### config.mk
export PLATFORM = sky130hd
export DESIGN_NAME = key_debounce_multi_flat
export DESIGN_NICKNAME = d
export VERILOG_FILES = /design/src/rtl/key_if.sv /design/src/rtl/key_debounce_multi.sv /design/src/flat_wrapper.sv
export SDC_FILE = /design/constraint.sdc
export NUM_CORES = 1
export LEC_CHECK = 0
export ABC_AREA = 1
export CAP_MARGIN = 5
export CORE_AREA = 5 5 94 96
export DETAILED_ROUTE_END_ITERATION = 8
export DIE_AREA = 0 0 99 101
export GPL_TIMING_DRIVEN = 0
export SLEW_MARGIN = 20
export SYNTH_ARGS = -nofsm -noshare
export SYNTH_HDL_FRONTEND = slang
export SYNTH_SLANG_ARGS = --single-unit
### constraint.sdc
create_clock -name clk -period 1.4 [get_ports clk]
set_clock_uncertainty 0.05 [all_clocks]
set_input_delay 0.28 -clock clk [delete_from_list [all_inputs] [get_ports clk]]
set_output_delay 0.28 -clock clk [all_outputs]
set_load 0.01 [all_outputs]
### src/rtl/key_if.sv
// Key channel bundle: raw pins in, debounced level/strobes/LED out.
// master = board/user side, slave = the conditioner.
interface key_if #(
    parameter int unsigned NUM_KEYS = 2
);
    logic [NUM_KEYS-1:0] key_in;
    logic [NUM_KEYS-1:0] key_level;
    logic [NUM_KEYS-1:0] key_press;
    logic [NUM_KEYS-1:0] key_release;
    logic [NUM_KEYS-1:0] key_long;
    logic [NUM_KEYS-1:0] led_out;

    modport master (
        output key_in,
        input  key_level, key_press, key_release, key_long, led_out
    );

    modport slave (
        input  key_in,
        output key_level, key_press, key_release, key_long, led_out
    );
endinterface

### src/rtl/key_debounce_multi.sv
// N-channel push-button conditioner: sync, tick-based debounce, press/release/long strobes
// and a per-channel LED toggle register.
module key_debounce_multi #(
    parameter int unsigned NUM_KEYS       = 2,
    parameter int unsigned SAMPLE_CYCLES  = 1000000,
    parameter int unsigned STABLE_SAMPLES = 3,
    parameter int unsigned LONG_SAMPLES   = 50,
    parameter bit          ACTIVE_LOW     = 1'b1,
    parameter bit          LED_INIT       = 1'b1
) (
    input logic  clk,
    input logic  rst,
    key_if.slave keys
);
    localparam int unsigned CntW  = $clog2(SAMPLE_CYCLES);
    localparam int unsigned StW   = (STABLE_SAMPLES > 1) ? $clog2(STABLE_SAMPLES) : 1;
    localparam int unsigned HoldW = $clog2(LONG_SAMPLES + 1);

    localparam logic [NUM_KEYS-1:0] SyncIdle = {NUM_KEYS{ACTIVE_LOW}};
    localparam logic [NUM_KEYS-1:0] LedReset = {NUM_KEYS{LED_INIT}};
    localparam logic [CntW-1:0]     TickLast = CntW'(SAMPLE_CYCLES - 1);
    localparam logic [StW-1:0]      StLast   = StW'(STABLE_SAMPLES - 1);
    localparam logic [HoldW-1:0]    HoldMax  = HoldW'(LONG_SAMPLES);
    localparam logic [HoldW-1:0]    HoldPre  = HoldW'(LONG_SAMPLES - 1);

    logic [CntW-1:0]     cnt_q, cnt_d;
    logic                tick;
    logic [NUM_KEYS-1:0] sync1_q, sync2_q, s;
    logic [NUM_KEYS-1:0] level_q, level_d;
    logic [NUM_KEYS-1:0] press_q, press_d;
    logic [NUM_KEYS-1:0] release_q, release_d;
    logic [NUM_KEYS-1:0] long_q, long_d;
    logic [NUM_KEYS-1:0] led_q, led_d;
    logic [StW-1:0]      stable_q [NUM_KEYS];
    logic [StW-1:0]      stable_d [NUM_KEYS];
    logic [HoldW-1:0]    hold_q   [NUM_KEYS];
    logic [HoldW-1:0]    hold_d   [NUM_KEYS];

    assign tick = (cnt_q == TickLast);
    assign s    = ACTIVE_LOW ? ~sync2_q : sync2_q;

    always_comb begin
        cnt_d     = tick ? '0 : cnt_q + CntW'(1);
        level_d   = level_q;
        press_d   = '0;
        release_d = '0;
        long_d    = '0;
        led_d     = led_q ^ press_q;
        for (int i = 0; i < int'(NUM_KEYS); i++) begin
            stable_d[i] = stable_q[i];
            hold_d[i]   = level_q[i] ? hold_q[i] : '0;
            if (tick) begin
                if (s[i] == level_q[i]) begin
                    stable_d[i] = '0;
                end else if (stable_q[i] == StLast) begin
                    level_d[i]   = s[i];
                    stable_d[i]  = '0;
                    press_d[i]   = s[i];
                    release_d[i] = ~s[i];
                end else begin
                    stable_d[i] = stable_q[i] + StW'(1);
                end
                // Saturating hold count; the strobe fires only on the final step.
                if (level_q[i] && (hold_q[i] != HoldMax)) begin
                    hold_d[i] = hold_q[i] + HoldW'(1);
                    long_d[i] = (hold_q[i] == HoldPre);
                end
            end
        end
    end

    always_ff @(posedge clk) begin
        if (rst) begin
            cnt_q     <= '0;
            sync1_q   <= SyncIdle;
            sync2_q   <= SyncIdle;
            level_q   <= '0;
            press_q   <= '0;
            release_q <= '0;
            long_q    <= '0;
            led_q     <= LedReset;
            stable_q  <= '{default: '0};
            hold_q    <= '{default: '0};
        end else begin
            cnt_q     <= cnt_d;
            sync1_q   <= keys.key_in;
            sync2_q   <= sync1_q;
            level_q   <= level_d;
            press_q   <= press_d;
            release_q <= release_d;
            long_q    <= long_d;
            led_q     <= led_d;
            stable_q  <= stable_d;
            hold_q    <= hold_d;
        end
    end

    assign keys.key_level   = level_q;
    assign keys.key_press   = press_q;
    assign keys.key_release = release_q;
    assign keys.key_long    = long_q;
    assign keys.led_out     = led_q;
endmodule

### src/flat_wrapper.sv
// flat-port wrapper written by rule: the top's interface ports become plain ports
module key_debounce_multi_flat 
#(
    parameter int unsigned NUM_KEYS       = 2,
    parameter int unsigned SAMPLE_CYCLES  = 1000000,
    parameter int unsigned STABLE_SAMPLES = 3,
    parameter int unsigned LONG_SAMPLES   = 50,
    parameter bit          ACTIVE_LOW     = 1'b1,
    parameter bit          LED_INIT       = 1'b1
)
  (clk, rst, keys_key_in, keys_key_level, keys_key_press, keys_key_release, keys_key_long, keys_led_out);
  key_if #(.NUM_KEYS(NUM_KEYS)) keys_i ();
  input logic clk;
  input logic rst;
  input wire logic [$bits(keys_i.key_in)-1:0] keys_key_in;
  output wire logic [$bits(keys_i.key_level)-1:0] keys_key_level;
  output wire logic [$bits(keys_i.key_press)-1:0] keys_key_press;
  output wire logic [$bits(keys_i.key_release)-1:0] keys_key_release;
  output wire logic [$bits(keys_i.key_long)-1:0] keys_key_long;
  output wire logic [$bits(keys_i.led_out)-1:0] keys_led_out;
  assign keys_i.key_in = keys_key_in;
  assign keys_key_level = keys_i.key_level;
  assign keys_key_press = keys_i.key_press;
  assign keys_key_release = keys_i.key_release;
  assign keys_key_long = keys_i.key_long;
  assign keys_led_out = keys_i.led_out;
  key_debounce_multi #(.NUM_KEYS(NUM_KEYS), .SAMPLE_CYCLES(SAMPLE_CYCLES), .STABLE_SAMPLES(STABLE_SAMPLES), .LONG_SAMPLES(LONG_SAMPLES), .ACTIVE_LOW(ACTIVE_LOW), .LED_INIT(LED_INIT)) u_core (.clk(clk), .rst(rst), .keys(keys_i));
endmodule
==> flow_summary.json <==
{
  "overflow": 0,
  "grt_pass1_vias": 2529,
  "core_area_mm2": 0.00797,
  "grt_pass1_wl_um": 11500,
  "synth_area_mm2": 0.00267,
  "n_fill_cell": 807,
  "clk_transition_reported_paths_ns": 0.10,
  "drv_slew": 0,
  "crit_arrival_ns": 1.66,
  "yosysSeqAreaShare": 0.375,
  "fin_crit_ns": 1.51,
  "slowest_stage": "dfxtp_1",
  "n_antenna_cell": 0,
  "routed_wl_um": 6690,
  "firstDrtPassIters": 4,
  "grt_usage": 0.141,
  "clock_sinks": 50,
  "synth_nets": 403,
  "tns_ns": -2.08,
  "fin_area_mm2": 0.00359,
  "violations": "negative setup slack",
  "synthAdderAreaFrac": 0.0328,
  "worstPathRequired_ns": 1.55,
  "muxShareOfSynthArea": 0,
  "status": "finished, violations left",
  "p_leak_nw": 1.43,
  "synthXorXnorAreaFrac": 0.0393,
  "slew_headroom": 0.597,
  "antenna_found_initial": 0,
  "path_buf_inv": 2,
  "clock_latency_ns": 0.30,
  "dpl.cell_count": 510,
  "dieArea_mm2": 0.0100,
  "grt_max_degree": 17,
  "rows": 33,
  "cp-end-kind": "flop",
  "place_hpwl_um": 4330,
  "r2r_setup_slack_ns": -0.11,
  "critPathMaxStageDelay_ns": 0.32,
  "drc": 0,
  "cp_top_family": "simple AND/OR/NAND/NOR gates",
  "p_per_area_mw_per_mm2": 686,
  "fin_crit_sh": 1.08,
  "final_cell_count_no_fill": 541,
  "io_buffers": 13,
  "synth_compound_area_frac": 0.0506,
  "ys_seq_elements": 50,
  "via_per_inst": 4.71,
  "ctsHoldBuffers": 0,
  "final_util": 0.451,
  "critPathLaunchType": "flop",
  "hold_viol_final": 0,
  "peakVddDrop_mv": 0.498,
  "start_util": 0.335,
  "cts_made_buffers": 5,
  "path_max_fanout": 7,
  "via_count": 2549,
  "fin_ws_ns": -0.111,
  "num_io_pins": 14,
  "die_h_um": 101,
  "finalWeightedCongestion": 0.834,
  "synth-simple-area-share": 0.414,
  "synthCells": 392,
  "top_layer": "met4",
  "ys_types": 28,
  "drive_gt1_frac": 0.314,
  "fin_nets": 446,
  "worstHoldPathType": "in -> reg",
  "cts_tree": "built",
  "ant_nets": 0,
  "ys_warn_count": 0,
  "htreeDepth": 2,
  "crit_chain": "buf_6, nor2_4, nand2_2, nor2_4, nand3_4, nand2_8, clkbuf_16, nor3b_2",
  "wl_per_cell_um": 12.4,
  "wl_met1_um": 3050,
  "setup_viol": 28,
  "max_freq_mhz": 662,
  "cpMostUsedCell": "nor2_4",
  "rsz0062_at_grt": "yes",
  "clockBufferDepth": 2,
  "dr_wl_met2_um": 3230,
  "tightest_slew_ns": 0.605,
  "root_buffer": "clkbuf_8",
  "dpl_cell_area_mm2": 0.00295,
  "drtIter0Drc": 77,
  "avgSynthCellArea_um2": 6.82,
  "routed-wl-met3_um": 218,
  "cap_viol_max_count": 0,
  "area_delta_synth_final_pct": 34.4,
  "synth_top_family_by_area": "simple AND/OR/NAND/NOR gates",
  "die_w_um": 99,
  "criticalPathCategory": "reg -> reg"
}
layout make-up:
class	instances	area (um2)	share of cell area
timing repair buffer	34	312	0.0867
clock inverter	2	17.5	0.00488
sequential	50	1030	0.287
tap	105	131	0.0366
multi-input combinational	290	1750	0.488
clock buffer	6	82.6	0.0230
inverter	46	173	0.0481
buffer	8	93.8	0.0261
flip-flops by register name, summed over array words and instances, names as in the netlist:
signal and count:
u_core.keys.key_release 2, u_core.sync1_q 2, u_core.sync2_q 2, u_core.keys.led_out 2, u_core.hold_q 12, u_core.keys.key_long 2
u_core.keys.key_press 2, u_core.keys.key_level 2, u_core.stable_q 4, u_core.cnt_q 20
cell families after synthesis:
group | Yosys count
compound gates | 27
xor+xnor | 12
fa+ha+maj | 7
buf+inv | 54
flops | 50
simple gates | 242
power by group:
| group | internal [mW] | switching, mW | leakage (nW) | total (mW) |
|---|---|---|---|---|
| sequential | 1.43 | 0.0104 | 0.413 | 1.44 |
| clock | 0.408 | 0.499 | 0.0514 | 0.907 |
| combinational | 0.0559 | 0.0609 | 0.969 | 0.117 |
synthesized netlist by cell type (all sizes together):
library cell | instances | share of area
clkbuf | 3 | 0.012
nand3 | 21 | 0.049
xor2 | 6 | 0.020
a21oi | 21 | 0.039
inv | 46 | 0.065
nor3b | 1 | 0.0028
xnor2 | 6 | 0.020
nand4 | 10 | 0.023
ha | 7 | 0.033
nand2 | 114 | 0.16
buf | 5 | 0.013
dfxtp | 50 | 0.37
nor2 | 74 | 0.12
and3 | 2 | 0.0047
o21ai | 6 | 0.011
or2 | 5 | 0.012
nand3b | 7 | 0.021
nor3 | 8 | 0.015
layer usage:
| metal | vias to the layer above | GRT usage |
|---|---|---|
| met5 | - | 0 |
| met3 | 18 | 0.0277 |
| met4 | 0 | 0.0494 |
| met1 | 1158 | 0.174 |
| met2 | 59 | 0.244 |
| li1 | 1314 | - |
worst paths after layout:
path                                start                      endpoint  cells past startpoint
max           u_core.cnt_q[10]$_SDFF_PP0_    u_core.cnt_q[2]$_SDFF_PP0_                      8
min                                   rst  u_core.sync2_q[1]$_SDFF_PP1_                      2
max reg2reg   u_core.cnt_q[10]$_SDFF_PP0_    u_core.cnt_q[2]$_SDFF_PP0_                      8
min reg2reg  u_core.sync1_q[0]$_SDFF_PP1_  u_core.sync2_q[0]$_SDFF_PP1_                      1
through the flow:
| stage | power, mW | hold WS [ns] | worst slack (ns) |
|---|---|---|---|
| after global routing | 2.58 | 0.360 | -0.171 |
| after global placement | 1.55 | 0.342 | -0.344 |
| final | 2.46 | 0.352 | -0.111 |
| after detailed placement | 1.55 | 0.349 | -0.381 |
| after floorplan | 1.52 | 0.334 | 0.0200 |
| after CTS | 2.50 | 0.373 | -0.0932 |
repair_timing:
item / 4_1_cts / 5_1_grt
gates cloned: 4 / 0
pin swaps: 23 / 16
endpoints found under the setup margin: 54 / 44
buffers inserted: 15 / 4
gates resized for setup: 87 / 32
layout by cell type (no fill, tap or decap), types with 8 or more instances in the layout:
master and instances:
dfxtp_2 14, buf_4 15, inv_1 40, dlygate4sd2_1 10, a21oi_2 18, nand3_1 15
nor2_1 49, nor2_4 18, nand2_1 98, nand2_2 13, dfxtp_1 33, nand4_1 10
nor2_2 8
Power figures use the tool's default switching activity.
